`config.mk`:
```
export PLATFORM = sky130hd
export DESIGN_NAME = uart_rx
export DESIGN_NICKNAME = d
export VERILOG_FILES = /design/src/rtl/uart_rx.sv
export SDC_FILE = /design/constraint.sdc
export NUM_CORES = 1
export LEC_CHECK = 0
export CORE_ASPECT_RATIO = 1.75
export CORE_MARGIN = 1
export CORE_UTILIZATION = 42
export DETAILED_ROUTE_END_ITERATION = 7
export HOLD_SLACK_MARGIN = 0.03
export PLACE_DENSITY_LB_ADDON = 0.12
export RECOVER_POWER = 100
export SKIP_LAST_GASP = 1
export SLEW_MARGIN = 5
export SYNTH_ARGS = -nofsm -noshare
export SYNTH_HDL_FRONTEND = slang
export SYNTH_SLANG_ARGS = --single-unit
```
`constraint.sdc`:
```
create_clock -name clk -period 4.4 [get_ports clk]
set_input_delay 0.44 -clock clk [delete_from_list [all_inputs] [get_ports clk]]
set_output_delay 0.44 -clock clk [all_outputs]
set_load 0.02 [all_outputs]
```
`src/rtl/uart_rx.sv`:
```
// 8N1 UART receiver: 2-flop synchronised input, mid-bit sampling, false-start rejection, framing-error flag.
// Latency: done/frame_err one cycle after the stop sample (T0 + cpb/2 + 9*cpb + 1); no backpressure, the byte is held on data_bus until the next good frame.
`timescale 1ns/1ps
module uart_rx #(
    parameter int data_width = 8
) (
    input  logic                  clk,
    input  logic                  rstn,
    input  logic [12:0]           CLKS_PER_BIT,
    input  logic                  data_bit,
    output logic [data_width-1:0] data_bus,
    output logic                  done,
    output logic                  frame_err,
    output logic                  busy
);

    typedef enum logic [2:0] {
        IDLE,
        START_BIT,
        DATA_BITS,
        STOP_BIT,
        DONE
    } state_t;

    state_t                state_q, state_d;
    logic [1:0]            sync_q, sync_d;
    logic                  rx_q, rx_d;
    logic [12:0]           cpb_l_q, cpb_l_d;
    logic [12:0]           clk_counter_q, clk_counter_d;
    logic [2:0]            bit_counter_q, bit_counter_d;
    logic [data_width-1:0] shift_q, shift_d;
    logic [data_width-1:0] data_bus_q, data_bus_d;
    logic                  done_q, done_d;
    logic                  frame_err_q, frame_err_d;

    logic        rx_s;
    logic        fall;
    logic [12:0] half;

    always_comb begin
        sync_d        = {sync_q[0], data_bit};
        rx_s          = sync_q[1];
        rx_d          = rx_s;
        fall          = rx_q & ~rx_s;
        half          = cpb_l_q >> 1;
        state_d       = state_q;
        cpb_l_d       = cpb_l_q;
        clk_counter_d = clk_counter_q;
        bit_counter_d = bit_counter_q;
        shift_d       = shift_q;
        data_bus_d    = data_bus_q;
        done_d        = 1'b0;
        frame_err_d   = 1'b0;

        case (state_q)
            IDLE: begin
                // Only a fresh high-to-low edge arms the receiver; a held-low line is ignored.
                if (fall) begin
                    cpb_l_d       = CLKS_PER_BIT;
                    clk_counter_d = '0;
                    state_d       = START_BIT;
                end
            end
            START_BIT: begin
                if (clk_counter_q == half - 13'd1) begin
                    if (!rx_s) begin
                        clk_counter_d = '0;
                        bit_counter_d = '0;
                        state_d       = DATA_BITS;
                    end else begin
                        state_d = IDLE;
                    end
                end else begin
                    clk_counter_d = clk_counter_q + 13'd1;
                end
            end
            DATA_BITS: begin
                if (clk_counter_q == cpb_l_q - 13'd1) begin
                    shift_d[bit_counter_q] = rx_s;
                    clk_counter_d          = '0;
                    if (bit_counter_q == 3'(data_width - 1)) begin
                        state_d = STOP_BIT;
                    end else begin
                        bit_counter_d = bit_counter_q + 3'd1;
                    end
                end else begin
                    clk_counter_d = clk_counter_q + 13'd1;
                end
            end
            STOP_BIT: begin
                if (clk_counter_q == cpb_l_q - 13'd1) begin
                    clk_counter_d = '0;
                    if (rx_s) begin
                        data_bus_d = shift_q;
                        done_d     = 1'b1;
                    end else begin
                        frame_err_d = 1'b1;
                    end
                    state_d = DONE;
                end else begin
                    clk_counter_d = clk_counter_q + 13'd1;
                end
            end
            DONE: begin
                state_d = IDLE;
            end
            default: begin
                state_d = IDLE;
            end
        endcase
    end

    always_ff @(posedge clk or negedge rstn) begin
        if (!rstn) begin
            state_q       <= IDLE;
            sync_q        <= 2'b11;
            rx_q          <= 1'b1;
            cpb_l_q       <= '0;
            clk_counter_q <= '0;
            bit_counter_q <= '0;
            shift_q       <= '0;
            data_bus_q    <= '0;
            done_q        <= 1'b0;
            frame_err_q   <= 1'b0;
        end else begin
            state_q       <= state_d;
            sync_q        <= sync_d;
            rx_q          <= rx_d;
            cpb_l_q       <= cpb_l_d;
            clk_counter_q <= clk_counter_d;
            bit_counter_q <= bit_counter_d;
            shift_q       <= shift_d;
            data_bus_q    <= data_bus_d;
            done_q        <= done_d;
            frame_err_q   <= frame_err_d;
        end
    end

    assign data_bus  = data_bus_q;
    assign done      = done_q;
    assign frame_err = frame_err_q;
    assign busy      = (state_q != IDLE);

endmodule

```
After elaboration in Yosys (flattened, before gate mapping)
Cells that the tools add are included.
Word-level totals
  register bits after elaboration: 53
  input bits: 16
  output and inout bits: 11
  logic and storage cells: 70
Operators by class
  add/sub/neg operators: 4
  order comparisons: 2
  equal/unequal tests: 14
  mux-type cells: 26
  bitwise gates (word level): 2
  reduce and logical (&&, ||, !) cells: 12
Operators by type and width (number)
  $mux W13: 4
  $pmux W13 S3: 1
  $mux W3: 9
  $eq A13 B13 Y1: 2
  $ne A2 B2 Y1 const B: 7
  $add A13 B1 Y13 const B: 1
  $sub A12 B1 Y13 const B: 1
  $sub A13 B1 Y13 const B: 1
  $pmux W3 S4: 1
  $reduce_and A5 Y1: 2
  $bwmux W8: 1
  $mux W1: 7
  $eq A3 B2 Y1 const B: 2
  $pmux W3 S2: 1
  $reduce_and A3 Y1: 2
  $reduce_bool A3 Y1: 2
  $lt A3 B4 Y1 const B: 1
  $reduce_and A2 Y1: 2
  $add A3 B1 Y3 const B: 1
  $demux W1 S3: 1
  $eq A3 B1 Y1 const B: 1
  $eq A3 B3 Y1 const B: 1
  $ge A3 B1 Y1 const B: 1
  $logic_not A3 Y1: 1
  other kinds (7): 7

Logic depth before layout (Yosys ltp)
Gate-level depths: netlist of the first run.
  depth in word-level cells: 5
  gate-level depth with buffers: 10
  depth with buffers taken out: 9

Worst setup path after synthesis of the first run
No wires, ideal clock.
  path type: reg2reg
  start point: register cpb_l_q[2]
  end point: register data_bus_q[1] (netlist: data_bus[1])
  library setup time: 0.125 ns
  data arrival time: 2.426 ns
  data required time: 4.275 ns
  setup slack: 1.849 ns
  cell stages (with the launch flop): 10
  buffers on the path: 0
  clock period less this slack: 2.551 ns
  path through: dfrtp_1 inv_1 ha_1 nor3b_2 and3_1 o22ai_2 nor4_4 nand3_2 nor4_4 mux2_2
On the way
  longest elaborated chain between the ends: 3
Ends and longest elaborated chain
  start, declared: RTL line 28  | logic [12:0] cpb_l_q, cpb_l_d;
  start signal, assigned: RTL line 129  | cpb_l_q <= cpb_l_d;
  $sub A13 B1 Y13: RTL line 91  | if (clk_counter_q == cpb_l_q - 13'd1) begin
  $eq A13 B13 Y1: RTL line 91
  $reduce_and A3 Y1 (no source line)
  end signal, assigned: RTL line 133  | data_bus_q <= data_bus_d;
  end, declared: RTL line 32  | logic [data_width-1:0] data_bus_q, data_bus_d;
Every way passes these cells.
A chain may end at the register's enable or synchronous reset.

Worst setup path in the final report of the first run
  start point: register cpb_l_q[0]
  end point: register shift_q[0]
On the way
  longest elaborated chain between the ends: 3
Ends and longest elaborated chain
  $sub A13 B1 Y13: RTL line 78  | if (clk_counter_q == cpb_l_q - 13'd1) begin
  $eq A13 B13 Y1: RTL line 78
  $reduce_and A2 Y1 (no source line)
  end signal, assigned: RTL line 132  | shift_q <= shift_d;
  end, declared: RTL line 31  | logic [data_width-1:0] shift_q, shift_d;
Every way passes these cells.

==> flow_summary_export.csv, run 1 <==
group,metric,value,unit
worst_setup_path,worstSetupStartpointType,"register",
place,portBuffers,26,
sta,finalSetupViolCount,0,
pwr,p_int,0.989,mW
sta,relSlewSlack,-89.1,%
sta,fin_crit,3390,ps
yosys,yosys.area.top_type,"dfrtp_1",
run,maxCapViolations,1,
clocking,post_cts_resized,0,
yosys,synth-seq-cells,53,
grt,grt_usage,19.8,%
cells_and_area,fin_nets,375,
place,dpl.hpwl,5660,µm
route,vias_per_cell,5.75,
floorplan,die_y,120,µm
sta,hold_viol,0,
clocking,cts_inserted_buffers,5,
sta,post-route-period-util,77.1,%
yosys,synth_common_cells,"50 x dfrtp_1, 29 x mux2_2, 27 x inv_1",
clocking,cts_root_buf,"clkbuf_16",
worst_setup_path,worst-setup-path-type,"register to register",
yosys,synth-edff-count,0,
clocking,cts_setup_buffers,0,
route,vias,2548,
sta,rsz0062_at_grt,"no",
grt,grt_pass1_vias,2700,
place,place_congestion,0.860,
yosys,synth.most_common_cell,"dfrtp_1",
cells_and_area,antennaDiodeCount,0,
clocking,cts_tree,"done",
route,wl_per_cell,17.4,µm
min_path,worstHoldPathType,"register to register",
grt,grt_pass1_wl,12700,µm
floorplan,rows,42,
pwr,pwr-share-comb,21.4,%
pwr,p_seq_share,42.9,%
route,antenna_left,0,
yosys,ys_types,55,
worst_setup_path,crit_arrival,3570,ps
clocking,clock_latency,290,ps
pwr,p_leak,1.64,nW
yosys,ys_warn_count,0,
floorplan,start_util,43.8,%
clocking,clockBufferDepth,2,
yosys,syn_area_per_cell,9.73,µm²
clocking,clk_pin_slew,70,ps
status,outcome,"finished with violations",
pwr,p_sw,0.419,mW
clocking,hold_buffers,0,
sta,tns,0,ps
route,wl,7700,µm
yosys,postSynthCellCount,343,
route,drt_pre_antenna_iters,4,
clocking,clock-sinks,53,
sta,max_freq,0.295,GHz
floorplan,ios,27,
cells_and_area,drive_above_1_share,14.1,%
floorplan,coreArea,7620,µm²
worst_setup_path,r2r_setup_slack,1010,ps
pwr,power,1.41,mW
floorplan,dieArea,8320,µm²
sta,final.setup_skew,5.50,ps
status,violations,"max-capacitance violations, max-slew violations",
yosys,yosys.area.top_type_share,37.5,%
pwr,netSwitchingFraction,29.8,%
sta,tightest_slew,2840,ps
yosys,yosys-top-cells-area,"dfrtp_1 37%, mux2_2 9.8%, xor2_1 4.7%",
cells_and_area,syn_to_final_growth,12.6,%
sta,maxSlewViolCount,54,
yosys,ys_async_sr_fraction,100,%
floorplan,die_x,69.4,µm
pwr,clockPowerShare,35.7,%
grt,antenna_found_initial,0,
pwr,ir_drop,301,µV
grt,grt_max_degree,54,
worst_setup_path,critPathMaxFanout,10,
yosys,netlist_area,3340,µm²
route,drcViolationCount,0,
worst_setup_path,required,4580,ps
clocking,cts_htree_levels,2,
yosys,ys.flop_type,"dfrtp_1",
yosys,synth.net_count,364,
pwr,powerDensity,375,nW/µm²
worst_setup_path,crit_path_end_kind,"register",
grt,gr-total-overflow,0,
yosys,ys_seq_area_share,39.8,%
route,drt_iter0_markers,101,
flip-flops by register name, summed over array words and instances (netlist names):
| name | count |
|---|---|
| data_bus | 8 |
| bit_counter_q | 3 |
| done | 1 |
| cpb_l_q | 13 |
| sync_q | 2 |
| clk_counter_q | 13 |
| shift_q | 8 |
| state_q | 3 |
| rx_q | 1 |
| frame_err | 1 |
logic make-up (layout without fill, tap and decap cells):
group                    Yosys count  after routing  share of synthesized area, %
adder cells (fa/ha/maj)            5              5                          1.87
buffers and inverters             50             62                          6.67
multiplexers                      33             33                          11.0
flip-flops                        53             53                          39.8
XOR/XNOR                          35             35                          9.18
AO/OA/AOI/OAI                     60             60                          12.0
AND/OR/NAND/NOR                  107            107                          19.4
worst max-delay path, cell delays in order, from the launching register on:
cell and delay, ps:
dfrtp_1 460, inv_1 90, ha_1 170, nor3b_1 620, nand3_1 190, xnor2_1 170
nor2_1 370, nand4_1 430, nor4_1 400, mux2_2 380
placed cells by master (no fill, tap or decap), drive strengths merged, types with 9 or more instances in the layout:
master / n
dfrtp: 50
xnor2: 17
o21ai: 16
dlygate4sd3: 12
clkdlybuf4s50: 13
nor3: 12
mux2: 30
nand3: 17
inv: 27
a21oi: 9
nor4: 13
nand2: 10
nor2: 25
o22ai: 13
xor2: 18
cell type report:
class	count	area (µm²)
clock buffer	5	125
clock inverter	3	65.1
fill	729	3860
inverter	27	101
multi-input combinational	240	1770
sequential	53	1330
tap	88	110
timing repair buffer	27	259
power groups by stage:
stage / Clock, mW / Combinational (mW) / Sequential, mW
floorplan: 0 / 0.288 / 0.557
global placement: 0 / 0.301 / 0.612
detailed placement: 0 / 0.306 / 0.614
CTS: 0.516 / 0.308 / 0.604
global route: 0.532 / 0.335 / 0.613
finish: 0.502 / 0.302 / 0.604
path summary, 6_finish.rpt:
| kind | startpoint | cells past startpoint | to |
|---|---|---|---|
| setup / recovery | cpb_l_q[0] | 9 | shift_q[0] |
| hold / removal | sync_q[0] | 0 | sync_q[1] |
| setup reg to reg | cpb_l_q[0] | 9 | shift_q[0] |
| hold reg to reg | sync_q[0] | 0 | sync_q[1] |
| max in group asynchronous | rstn | 2 | clk_counter_q[4] |
| min in group asynchronous | rstn | 2 | cpb_l_q[0] |
stage by stage:
| step | hold WS [ps] | std cells | worst slack, ps | cell area (µm²) | utilization, % |
|---|---|---|---|---|---|
| 6_report | 362 | 443 | 1010 | 3760 | 49.3 |
| 5_1_grt | 369 | 443 | 678 | 3760 | 49.3 |
| 4_1_cts | 284 | 443 | 1270 | 3780 | 49.6 |
| 3_5_place_dp | 349 | 435 | 1290 | 3590 | 47.1 |
| 3_3_place_gp | 346 | 435 | 1310 | 3590 | 47.1 |
| 2_1_floorplan | 144 | 343 | 1850 | 3340 | - |
layer usage:
layer	wire, µm	vias to the layer above	track usage, %	share of wire, %
li1	-	1236	-	-
met1	2800	1234	19.5	36
met2	4250	51	37.1	55
met3	213	27	3.02	2.8
met4	444	0	13.3	5.8
met5	0	-	0	0
Note: power is estimated with default switching activity, not from simulation.
==> run 2: changes to the inputs <==
clock period = 2.85 ns   (was 4.4 ns; I/O delays follow)
==> run 2 against run 1 <==
Compared with the run above: the flow now finishes without violations; sequential cell count is the same; utilization up 3.2 points; combinational power up 90%; first-iteration DRC count is 0.99% lower; sequential power up 50%; clock skew grew 1.1 ps; clock-buffer cell count is the same.
==> flow_summary_export.csv, run 2 (same netlist as run 1, synthesis figures left out) <==
group,metric,value,unit
route,vias_per_cell,5.67,
clocking,clk_pin_slew,70,ps
clocking,cts_tree,"done",
cells_and_area,biggestRegsByFlops,"clk_counter_q x13, cpb_l_q x13",
place,dpl.hpwl,5960,µm
sta,tightest_slew,1090,ps
grt,grt_max_degree,46,
floorplan,start_util,43.8,%
grt,antenna_found_initial,0,
pwr,netSwitchingFraction,30.9,%
grt,grt_pass1_vias,2738,
worst_setup_path,worst-setup-path-type,"register to register",
floorplan,die_x,69.4,µm
route,drt_pre_antenna_iters,4,
sta,final.setup_skew,6.65,ps
pwr,p_seq_share,42.0,%
sta,max_freq,0.373,GHz
place,detailedPlace.worstSlack,94.1,ps
place,portBuffers,26,
route,drt_iter0_markers,100,
route,antenna_left,0,
pwr,clockPowerShare,31.3,%
cells_and_area,drive_above_1_share,22.3,%
place,place_congestion,0.859,
clocking,clockBufferDepth,2,
status,outcome,"complete, no violations",
cells_and_area,syn_to_final_growth,19.8,%
clocking,cts_root_buf,"clkbuf_16",
worst_setup_path,crit_arrival,2890,ps
pwr,pwr-share-comb,26.7,%
grt,top_usage_layer,"met2",
pwr,p_int,1.49,mW
clocking,cts_htree_levels,2,
place,place_inst,461,
min_path,worstHoldPathType,"register to register",
floorplan,coreArea,7620,µm²
floorplan,dieArea,8320,µm²
pwr,p_leak,1.79,nW
grt,use_met3,2.77,%
sta,layout_setup_ws,170,ps
pwr,p_sw,0.666,mW
grt,gr-total-overflow,0,
sta,maxSlewViolCount,0,
cells_and_area,mostFrequentLayoutCells,"49 x dfrtp_1, 29 x mux2_2, 27 x inv_1, 27 x buf_4, 25 x nor2_1",
worst_setup_path,worstSetupStartpointType,"register",
worst_setup_path,crit_path_end_kind,"register",
grt,use_met1,20.6,%
clocking,clock-sinks,53,
route,drcViolationCount,0,
cells_and_area,stdcell_count,470,
pwr,powerDensity,539,nW/µm²
route,wl_per_cell,16.6,µm
sta,fin_crit,2680,ps
floorplan,die_y,120,µm
cells_and_area,layout_commonest_cell,"dfrtp_1",
worst_setup_path,critPathMaxFanout,10,
sta,hold_viol,0,
route,vias,2664,
cells_and_area,fin_nets,403,
cells_and_area,fin_util,52.5,%
worst_setup_path,required,3060,ps
grt,use_met2,38.5,%
cells_and_area,fillers,694,
route,wl,7800,µm
grt,grt_usage,20.2,%
run,maxCapViolations,0,
sta,post-route-period-util,94.0,%
pwr,ir_drop,389,µV
clocking,clock_latency,300,ps
cells_and_area,antennaDiodeCount,0,
clocking,cts_inserted_buffers,5,
grt,grt_pass1_wl,13100,µm
sta,finalSetupViolCount,0,
sta,relSlewSlack,27.4,%
floorplan,rows,42,
floorplan,ios,27,
run 2: worst max-delay path, stage by stage, from the launching register on:
cell and delay [ps]:
dfrtp_1 520, or3_4 420, or3_1 330, a311oi_1 370
o22ai_2 190, a31oi_1 240, buf_4 160, a2bb2o_1 270
o21ai_0 80
run 2: worst paths after layout:
kind                            startpoint               end  slack [ps]  cells after the start
max in group asynchronous             rstn       cpb_l_q[12]         940                      3
worst min-delay path             sync_q[0]         sync_q[1]         360                      0
worst max register to register  cpb_l_q[3]  clk_counter_q[8]         170                      8
worst min register to register   sync_q[0]         sync_q[1]         360                      0
min in group asynchronous             rstn        cpb_l_q[3]         470                      2
worst max-delay path            cpb_l_q[3]  clk_counter_q[8]         170                      8
run 2: timing repair:
action | in CTS | in global routing
setup buffers | 0 | 1
endpoints found under the setup margin | 0 | 27
gates resized for setup | 0 | 7
hold endpoints to repair | 8 | 0
hold buffers | 1 | 0
run 2: layer usage:
metal / vias to the layer above / wire [µm] / share of wire [%]
met3: 17 / 215 / 2.8
li1: 1292 / - / -
met1: 1307 / 2920 / 37
met5: - / 0 / 0
met2: 48 / 4400 / 56
met4: 0 / 272 / 3.5
run 2: metrics by stage:
| step | TNS [ps] | instance area (µm²) | hold WS, ps | total power [mW] |
|---|---|---|---|---|
| 3_5_place_dp | 0 | 3780 | 161 | 1.48 |
| 3_3_place_gp | 0 | 3780 | 159 | 1.47 |
| 2_1_floorplan | 0 | 3340 | -10.6 | 1.30 |
| 6_report | 0 | 4000 | 365 | 2.16 |
| 5_1_grt | -81.3 | 4000 | 369 | 2.26 |
| 4_1_cts | 0 | 3960 | 363 | 2.16 |
run 2: power groups by stage:
stage | combinational, mW | sequential, mW | clock, mW
5_1_grt | 0.628 | 0.920 | 0.714
6_report | 0.575 | 0.907 | 0.675
2_1_floorplan | 0.444 | 0.860 | 0
3_3_place_gp | 0.553 | 0.918 | 0
3_5_place_dp | 0.560 | 0.920 | 0
4_1_cts | 0.564 | 0.905 | 0.693
run 2: cell type report:
class | instances | area, µm² | share of cell area, %
clock buffers | 5 | 125 | 3.13
well taps | 88 | 110 | 2.75
inverters | 27 | 101 | 2.53
repair buffers | 55 | 472 | 11.8
clock inverters | 2 | 35.0 | 0.876
multi-input cells | 240 | 1830 | 45.6
flip-flops and latches | 53 | 1330 | 33.3
